[src/rtl/zero_count_pattern_gen.sv]
// Emits, in ascending order, every WIDTH-bit pattern holding exactly k zeros
// (or k ones) as a valid/ready stream, one candidate value examined per cycle.
module zero_count_pattern_gen #(
    parameter int unsigned WIDTH       = 3,
    parameter bit          COUNT_ZEROS = 1'b1,
    localparam int unsigned CW         = $clog2(WIDTH + 1)
) (
    input  logic             clk,
    input  logic             rst_n,
    input  logic             req_valid,
    output logic             req_ready,
    input  logic [CW-1:0]    req_count,
    output logic             pat_valid,
    input  logic             pat_ready,
    output logic [WIDTH-1:0] pat_data,
    output logic             pat_last,
    output logic             req_err,
    output logic             busy
);

    typedef enum logic [1:0] {IDLE, SCAN, DRAIN} state_t;

    state_t           state;
    logic [WIDTH-1:0] cand;
    logic [WIDTH-1:0] last_pat;
    logic [CW-1:0]    k_q;
    logic [CW-1:0]    ones_cnt;
    logic [CW-1:0]    match_cnt;
    logic [CW-1:0]    n_ones;
    logic             match;
    logic             free_slot;

    // last_pat: the n ones of a matching pattern packed into the MSBs
    always_comb begin
        ones_cnt = '0;
        for (int unsigned i = 0; i < WIDTH; i++) begin
            ones_cnt = ones_cnt + CW'(cand[i]);
        end
        match_cnt = COUNT_ZEROS ? CW'(WIDTH) - ones_cnt : ones_cnt;
        n_ones    = COUNT_ZEROS ? CW'(WIDTH) - k_q : k_q;
        last_pat  = '0;
        for (int unsigned i = 0; i < WIDTH; i++) begin
            last_pat[i] = (i + 32'(n_ones)) >= WIDTH;
        end
        match     = (match_cnt == k_q);
        free_slot = !pat_valid || pat_ready;
    end

    assign req_ready = (state == IDLE);
    assign busy      = (state != IDLE);

    always_ff @(posedge clk or negedge rst_n) begin
        if (!rst_n) begin
            state     <= IDLE;
            cand      <= '0;
            k_q       <= '0;
            pat_valid <= 1'b0;
            pat_data  <= '0;
            pat_last  <= 1'b0;
            req_err   <= 1'b0;
        end else begin
            req_err <= 1'b0;
            case (state)
                IDLE: begin
                    if (req_valid) begin
                        if (req_count > CW'(WIDTH)) begin
                            req_err <= 1'b1;
                        end else begin
                            k_q   <= req_count;
                            cand  <= '0;
                            state <= SCAN;
                        end
                    end
                end
                SCAN: begin
                    if (match) begin
                        if (free_slot) begin
                            pat_data  <= cand;
                            pat_valid <= 1'b1;
                            pat_last  <= (cand == last_pat);
                            // stop at the final match so cand never wraps
                            if (cand == last_pat) begin
                                state <= DRAIN;
                            end else begin
                                cand <= cand + WIDTH'(1);
                            end
                        end
                    end else begin
                        cand <= cand + WIDTH'(1);
                        if (pat_ready) begin
                            pat_valid <= 1'b0;
                        end
                    end
                end
                DRAIN: begin
                    if (pat_ready) begin
                        pat_valid <= 1'b0;
                        pat_last  <= 1'b0;
                        state     <= IDLE;
                    end
                end
                default: state <= IDLE;
            endcase
        end
    end

endmodule

[config.mk]
export PLATFORM = sky130hd
export DESIGN_NAME = zero_count_pattern_gen
export DESIGN_NICKNAME = d
export VERILOG_FILES = /design/src/rtl/zero_count_pattern_gen.sv
export SDC_FILE = /design/constraint.sdc
export NUM_CORES = 1
export LEC_CHECK = 0
export CAP_MARGIN = 20
export CORE_MARGIN = 1.5
export CORE_UTILIZATION = 45
export DETAILED_ROUTE_END_ITERATION = 10
export GPL_TIMING_DRIVEN = 0
export PLACE_DENSITY_LB_ADDON = 0.15
export SKIP_LAST_GASP = 1
export SYNTH_ARGS = -nofsm -noshare
export SYNTH_HDL_FRONTEND = slang
export SYNTH_SLANG_ARGS = --single-unit
[constraint.sdc]
create_clock -name clk -period 4.8 [get_ports clk]
set_input_delay 0.48 -clock clk [delete_from_list [all_inputs] [get_ports clk]]
set_output_delay 0.48 -clock clk [all_outputs]
set_load 0.02 [all_outputs]
==> flow_summary.yaml, run 1 <==
routing:
  dr.pass1.iters: 4
  initialDrtViolationCount: 7
  vias: 545
  viasPerCell: 5.74
  wl_met3_microns: 44
  postRouteAntennaNets: 0
  routed_wl_microns: 1390
  m1WireLength_microns: 636
  top_layer: "met4"
  wire_per_inst_microns: 14.6
  met2_length_microns: 687
  drc: 0
placed_design:
  dp_hpwl_microns: 1080
  dp_slack_ns: 2.72
  portBuffers: 12
  gp_congestion: 0.742
clock_tree:
  cts.reportedPaths.clkPinSlew_ns: 0.08
  numCtsBuffers: 3
  post_cts_resized: 0
  post_cts_buffers: 0
  cts_hold_buf: 0
  worst_skew_pair.late_latency_ns: 0.28
  cts_htree_levels: 1
  clkSinkCount: 12
  clockRootBuffer: "clkbuf_4"
  cts.path.max_buffers: 2
  cts_tree: "done"
power:
  p_leak_uw: 0.000364
  p_per_area_nw_per_um2: 825
  vdd_drop_max_mv: 0.441
logic_synthesis:
  yosys-top-cells-area: "dfrtp_1 45%, mux2_2 8.4%, o21ai_0 4.5%"
  ys_seq_elements: 12
  synth_edf_count: 0
  synth_compound_area_frac: 0.149
  ys_types: 27
  synth-main-ff-cell: "dfrtp_1"
  synth_mux_area_frac: 0.0838
  yosysWarnings: 0
  synth_seq_area_share: 0.447
  synth.largest_area_cell: "dfrtp_1"
  syn_area_sq_um: 672
  synthAdderAreaFrac: 0.0484
  avgSynthCellArea_sq_um: 10.5
  synthArstFlopShare: 1.00
  yosys.area_share.simple: 0.201
  synthCells: 64
  synth_xor_area_frac: 0.0261
  synth_nets: 72
  synth_top_family_by_area: "simple AND/OR/NAND/NOR gates"
  synth_top_area_share: 0.447
setup_path:
  timing.critical_path.from_type: "flip-flop"
  cp-end-kind: "flip-flop"
  cpPeakStageDelay_ns: 0.58
  cp.arrival_ns: 2.29
  crit_fanout: 8
  cp.required_ns: 4.98
  r2r_slack_ns: 2.70
  worstSetupPathType: "flip-flop to flip-flop"
  cp_cell_sequence: "fa_1 > xor2_1 > nand3_1 > a41oi_2 > o21ai_0 > o31ai_1"
  critPathSlowestCell: "fa_1"
sta:
  whs_ns: 0.515
  max_freq_mhz: 476
  maxSlewViolCount: 0
  grt_setup_unrepaired: "false"
  fin_crit_sh: 0.438
  hold_viol_final: 0
  relSlewSlack: 0.638
  tightest_slew_ns: 0.542
  setup_slack_ns: 2.70
  finalClockSkew_ns: 0.00279
  setup_viol: 0
  fin_tns_setup_ns: 0
  min_period_ns: 2.10
global_routing:
  grt_pass1_wl_microns: 2430
  antenna_found_initial: 0
  grt_usage: 0.187
  grt_pass1_vias: 534
  grt_max_degree: 13
  gr-total-overflow: 0
floorplanning:
  die_x_microns: 41.6
  core_sq_um: 1350
  fp.dieArea_sq_um: 1730
  ios: 14
  fp.dieH_microns: 41.6
  initial_core_util: 0.498
  row_count: 13
final_layout:
  diodes: 0
  final_util: 0.627
  drive_gt1_frac: 0.200
  area_growth_pct: 26.1
  nets: 89
min_path:
  hold_class: "flip-flop to flip-flop"
outcome:
  outcome: "finished, final reports clean"
job:
  maxCapViolCount: 0
-- flip-flops by register name (all words and copies together) (netlist names) --
signal	count
pat_data	3
pat_last	1
pat_valid	1
cand	3
state	2
k_q	2
-- cell usage in the layout (no fill, tap or decap), drive strengths merged --
master          n
fa              1
mux2            5
nand2b          1
o32ai           1
a41oi           1
nor3b           1
inv             5
nand2           5
dfrtp          12
a21oi           1
xor2            2
conb            1
nor2            4
o41ai           1
and3b           1
ha              1
nand4b          1
clkdlybuf4s50  12
and2b           1
buf             1
nand3           3
o21ai           7
clkbuf          4
and3            2
o31ai           3
and4bb          2
or2b            1
-- power by group --
part	switching, uW	internal [uW]
logic	206	195
registers	60.0	154
clock network	37.9	46.2
total	304	395
-- synthesized netlist by cell type, types with 2 or more instances --
library cell	n
and4bb_2	2
dfrtp_1	12
inv_1	5
mux2_2	5
nand2_1	5
nand3_1	3
nor2_1	4
o21ai_0	6
o31ai_1	3
xor2_1	2
-- worst paths after layout --
kind,startpoint,end,depth (start not counted)
max reg2reg,cand[1]$_DFFE_PN0P_,cand[0]$_DFFE_PN0P_,6
min in group asynchronous,rst_n,cand[2]$_DFFE_PN0P_,1
min,pat_last$_DFFE_PN0P_,pat_last$_DFFE_PN0P_,2
max,cand[1]$_DFFE_PN0P_,cand[0]$_DFFE_PN0P_,6
min reg2reg,pat_last$_DFFE_PN0P_,pat_last$_DFFE_PN0P_,2
max in group asynchronous,rst_n,state[1]$_DFFE_PN0P_,1
-- per-stage QoR --
| stage | cell area [sq um] | total power (uW) | cells |
|---|---|---|---|
| final | 847 | 699 | 95 |
| after global routing | 847 | 751 | 95 |
| after CTS | 847 | 702 | 95 |
| after detailed placement | 811 | 619 | 91 |
| after global placement | 811 | 597 | 91 |
| after floorplan | 672 | 487 | 64 |
-- critical path, delay by kind of cell, from the launching register on --
kind,cells,cell delay [ns]
xor gates and xnor gates,1,0.22
DFF,1,0.48
adders and majority gates,1,0.58
AOI/OAI and AO/OA,3,0.58
and+or+nand+nor,1,0.14
-- metal layers --
metal / track usage / up-vias
li1: - / 261
met1: 0.234 / 267
met2: 0.313 / 13
met3: 0.0391 / 4
met4: 0.0774 / 0
met5: 0 / -
-- cell families (layout without fill, tap and decap cells) --
group	count (synthesis)	count (layout)
XOR/XNOR	2	2
AND/OR/NAND/NOR	22	22
flip-flops	12	12
multiplexers	5	5
buffers and inverters	6	22
adder cells (fa/ha/maj)	2	2
AO/OA/AOI/OAI	14	14
other	1	1
-- cell type report --
cell class / count / area (sq um)
Timing Repair Buffer: 12 / 120
Fill cell: 128 / 503
Tap cell: 15 / 18.8
Multi-Input combinational cell: 46 / 345
Buffer: 1 / 7.51
Sequential cell: 12 / 300
Inverter: 5 / 18.8
Clock buffer: 4 / 36.3
Note: power is estimated with default switching activity, not from simulation.
==> run 2: changes to the inputs <==
--- a/config.mk
+++ b/config.mk
@@ -7,7 +7,7 @@
 export LEC_CHECK = 0
 export CAP_MARGIN = 20
 export CORE_MARGIN = 1.5
-export CORE_UTILIZATION = 45
+export CORE_UTILIZATION = 43
 export DETAILED_ROUTE_END_ITERATION = 10
 export GPL_TIMING_DRIVEN = 0
 export PLACE_DENSITY_LB_ADDON = 0.15
==> constraint.sdc (replaced) <==
create_clock -name clk -period 1.8 [get_ports clk]
set_input_delay 0.18 -clock clk [delete_from_list [all_inputs] [get_ports clk]]
set_output_delay 0.18 -clock clk [all_outputs]
set_load 0.02 [all_outputs]
==> run 2 against run 1 <==
Effect of this change:
- flip-flop and latch count is the same
- the flow now finishes with violations (negative setup slack)
- clock power grew 100%
- first-iteration DRC count grew 43%
- clock-buffer cell count shrank 1
- via count grew 6.2%
- non-clock buffer count grew 5
- worst hold slack lost 0.26 ns
- wire length grew 15%
- critical path type unchanged
- cell count grew 5.3%
==> flow_summary.yaml, run 2 (same netlist as run 1, synthesis figures left out) <==
outcome:
  outcome: "complete, but fails checks"
  violations: "negative setup slack"
sta:
  hold_viol_final: 0
  tightest_slew_ns: 0.556
  setup_slack_ns: -0.163
  min_period_ns: 1.96
  whs_ns: 0.260
  max_freq_mhz: 509
  setup_viol: 7
  maxSlewViolCount: 0
  fin_crit_sh: 1.09
  relSlewSlack: 0.628
  fin_tns_setup_ns: -0.771
  finalClockSkew_ns: 0.00210
  grt_setup_unrepaired: "true"
setup_path:
  r2r-end: "cand[1]$_DFFE_PN0P_"
  reg2reg_from: "cand[0]$_DFFE_PN0P_"
  cpPeakStageDelay_ns: 0.58
  r2r_cells: 6
  crit_fanout: 6
  cp.arrival_ns: 2.14
  worstSetupPathType: "flip-flop to flip-flop"
  critPathSlowestCell: "fa_1"
  cp.required_ns: 1.98
  timing.critical_path.from_type: "flip-flop"
  cp-end-kind: "flip-flop"
  cp_cell_sequence: "fa_1 > xor2_2 > nand3_2 > a41oi_4 > o21ai_1 > o31ai_1"
  r2r_slack_ns: -0.16
global_routing:
  grt_pass1_wl_microns: 2510
  antenna_found_initial: 0
  grt_pass1_vias: 565
  gr-total-overflow: 0
  grt_usage: 0.192
  grt_max_degree: 13
job:
  maxCapViolCount: 0
clock_tree:
  clockRootBuffer: "clkbuf_4"
  worst_skew_pair.late_latency_ns: 0.28
  cts_hold_buf: 0
  numCtsBuffers: 3
  cts.reportedPaths.clkPinSlew_ns: 0.07
  cts_tree: "done"
  cts.path.max_buffers: 2
  clkSinkCount: 12
  cts_htree_levels: 1
placed_design:
  gp_congestion: 0.726
  dp.cells: 92
  dp_hpwl_microns: 1030
  portBuffers: 12
power:
  intPower_uw: 1250
  p_leak_uw: 0.000385
  power_frac_clock: 0.077
  p_sw_frac: 0.434
  p_per_area_nw_per_um2: 2380
  p_switching_uw: 957
  comb_power_share: 0.677
  pwr-share-seq: 0.246
  vdd_drop_max_mv: 1.22
final_layout:
  drive_gt1_frac: 0.369
  diodes: 0
  seqCellArea_sq_um: 304
  fill_cells: 136
  fin_cells: 100
  final_cell_mix: "12 x clkdlybuf4s50_1, 9 x dfrtp_1, 5 x inv_1, 5 x mux2_2, 5 x buf_4"
  nets: 94
  final_common_cell: "clkdlybuf4s50_1"
  multi_input_comb_area_sq_um: 393
  area_growth_pct: 38.0
  top_regs: "cand: 3 flops, pat_data: 3 flops"
floorplanning:
  fp.dieH_microns: 42.5
  row_count: 14
  core_sq_um: 1490
  die_x_microns: 42.5
  fp.dieArea_sq_um: 1810
  ios: 14
  initial_core_util: 0.451
routing:
  vias: 579
  drc: 0
  routed_wl_microns: 1600
  postRouteAntennaNets: 0
  initialDrtViolationCount: 10
  dr.pass1.iters: 4
  wire_per_inst_microns: 16.0
  viasPerCell: 5.79
min_path:
  hold_class: "input pin to async pin"
-- run 2: area by class of cell --
cell class,count,share of cell area
multi-input combinational,46,0.424
tap,16,0.0216
buffer,1,0.00810
timing repair buffer,17,0.174
inverter,5,0.0202
sequential,12,0.328
clock buffer,3,0.0243
-- run 2: layer usage --
| layer | global-route usage | up-vias | part of all wire |
|---|---|---|---|
| met1 | 0.241 | 293 | 0.43 |
| met4 | 0.113 | 0 | 0.023 |
| met2 | 0.305 | 12 | 0.50 |
| met5 | 0 | - | 0 |
| met3 | 0.0388 | 5 | 0.044 |
| li1 | - | 269 | - |
-- run 2: per-stage QoR --
step	power (uW)	instance area [sq um]	setup slack, ns	util
3_3_place_gp	1590	812	-0.213	0.545
4_1_cts	2070	900	-0.148	0.604
6_report	2210	927	-0.163	0.623
5_1_grt	2350	927	-0.235	0.623
3_5_place_dp	1630	812	-0.252	0.545
2_1_floorplan	1300	672	-0.0360	-
-- run 2: worst max path at each step --
stage / endpoint / cells past startpoint / from
floorplan: pat_data[0]$_DFFE_PN0P_ / 4 / cand[1]$_DFFE_PN0P_
global placement: pat_data[2]$_DFFE_PN0P_ / 4 / cand[1]$_DFFE_PN0P_
detailed placement: pat_data[1]$_DFFE_PN0P_ / 4 / cand[1]$_DFFE_PN0P_
CTS: cand[1]$_DFFE_PN0P_ / 6 / cand[1]$_DFFE_PN0P_
global route: cand[0]$_DFFE_PN0P_ / 6 / cand[0]$_DFFE_PN0P_
finish: cand[1]$_DFFE_PN0P_ / 6 / cand[0]$_DFFE_PN0P_
-- run 2: timing repair --
action                     CTS  global route
setup endpoints to repair    9            10
setup buffers                6             0
resized for setup            6            10
pin swaps                    4             5
-- run 2: worst max-delay path, delay by kind of cell (launching register included) --
kind	cells	cell delay (ns)
adders and majority gates	1	0.58
AOI/OAI and AO/OA	3	0.53
DFF	1	0.42
xor gates and xnor gates	1	0.22
and+or+nand+nor	1	0.13
-- run 2: power groups by stage --
stage / Clock [uW] / Combinational (uW) / Sequential [uW]
2_1_floorplan: 0 / 700 / 602
5_1_grt: 179 / 1600 / 569
6_report: 169 / 1490 / 543
4_1_cts: 165 / 1380 / 532
3_3_place_gp: 0 / 1020 / 572
3_5_place_dp: 0 / 1050 / 584
==> run 3: changes to the inputs <==
--- a/config.mk
+++ b/config.mk
@@ -9,6 +9,7 @@
 export CORE_MARGIN = 1.5
 export CORE_UTILIZATION = 43
 export DETAILED_ROUTE_END_ITERATION = 10
+export GPL_ROUTABILITY_DRIVEN = 1
 export GPL_TIMING_DRIVEN = 0
 export PLACE_DENSITY_LB_ADDON = 0.15
 export SKIP_LAST_GASP = 1
==> results of run 3 <==
The final DEF is identical to that of run 2; final timing and power are the same.
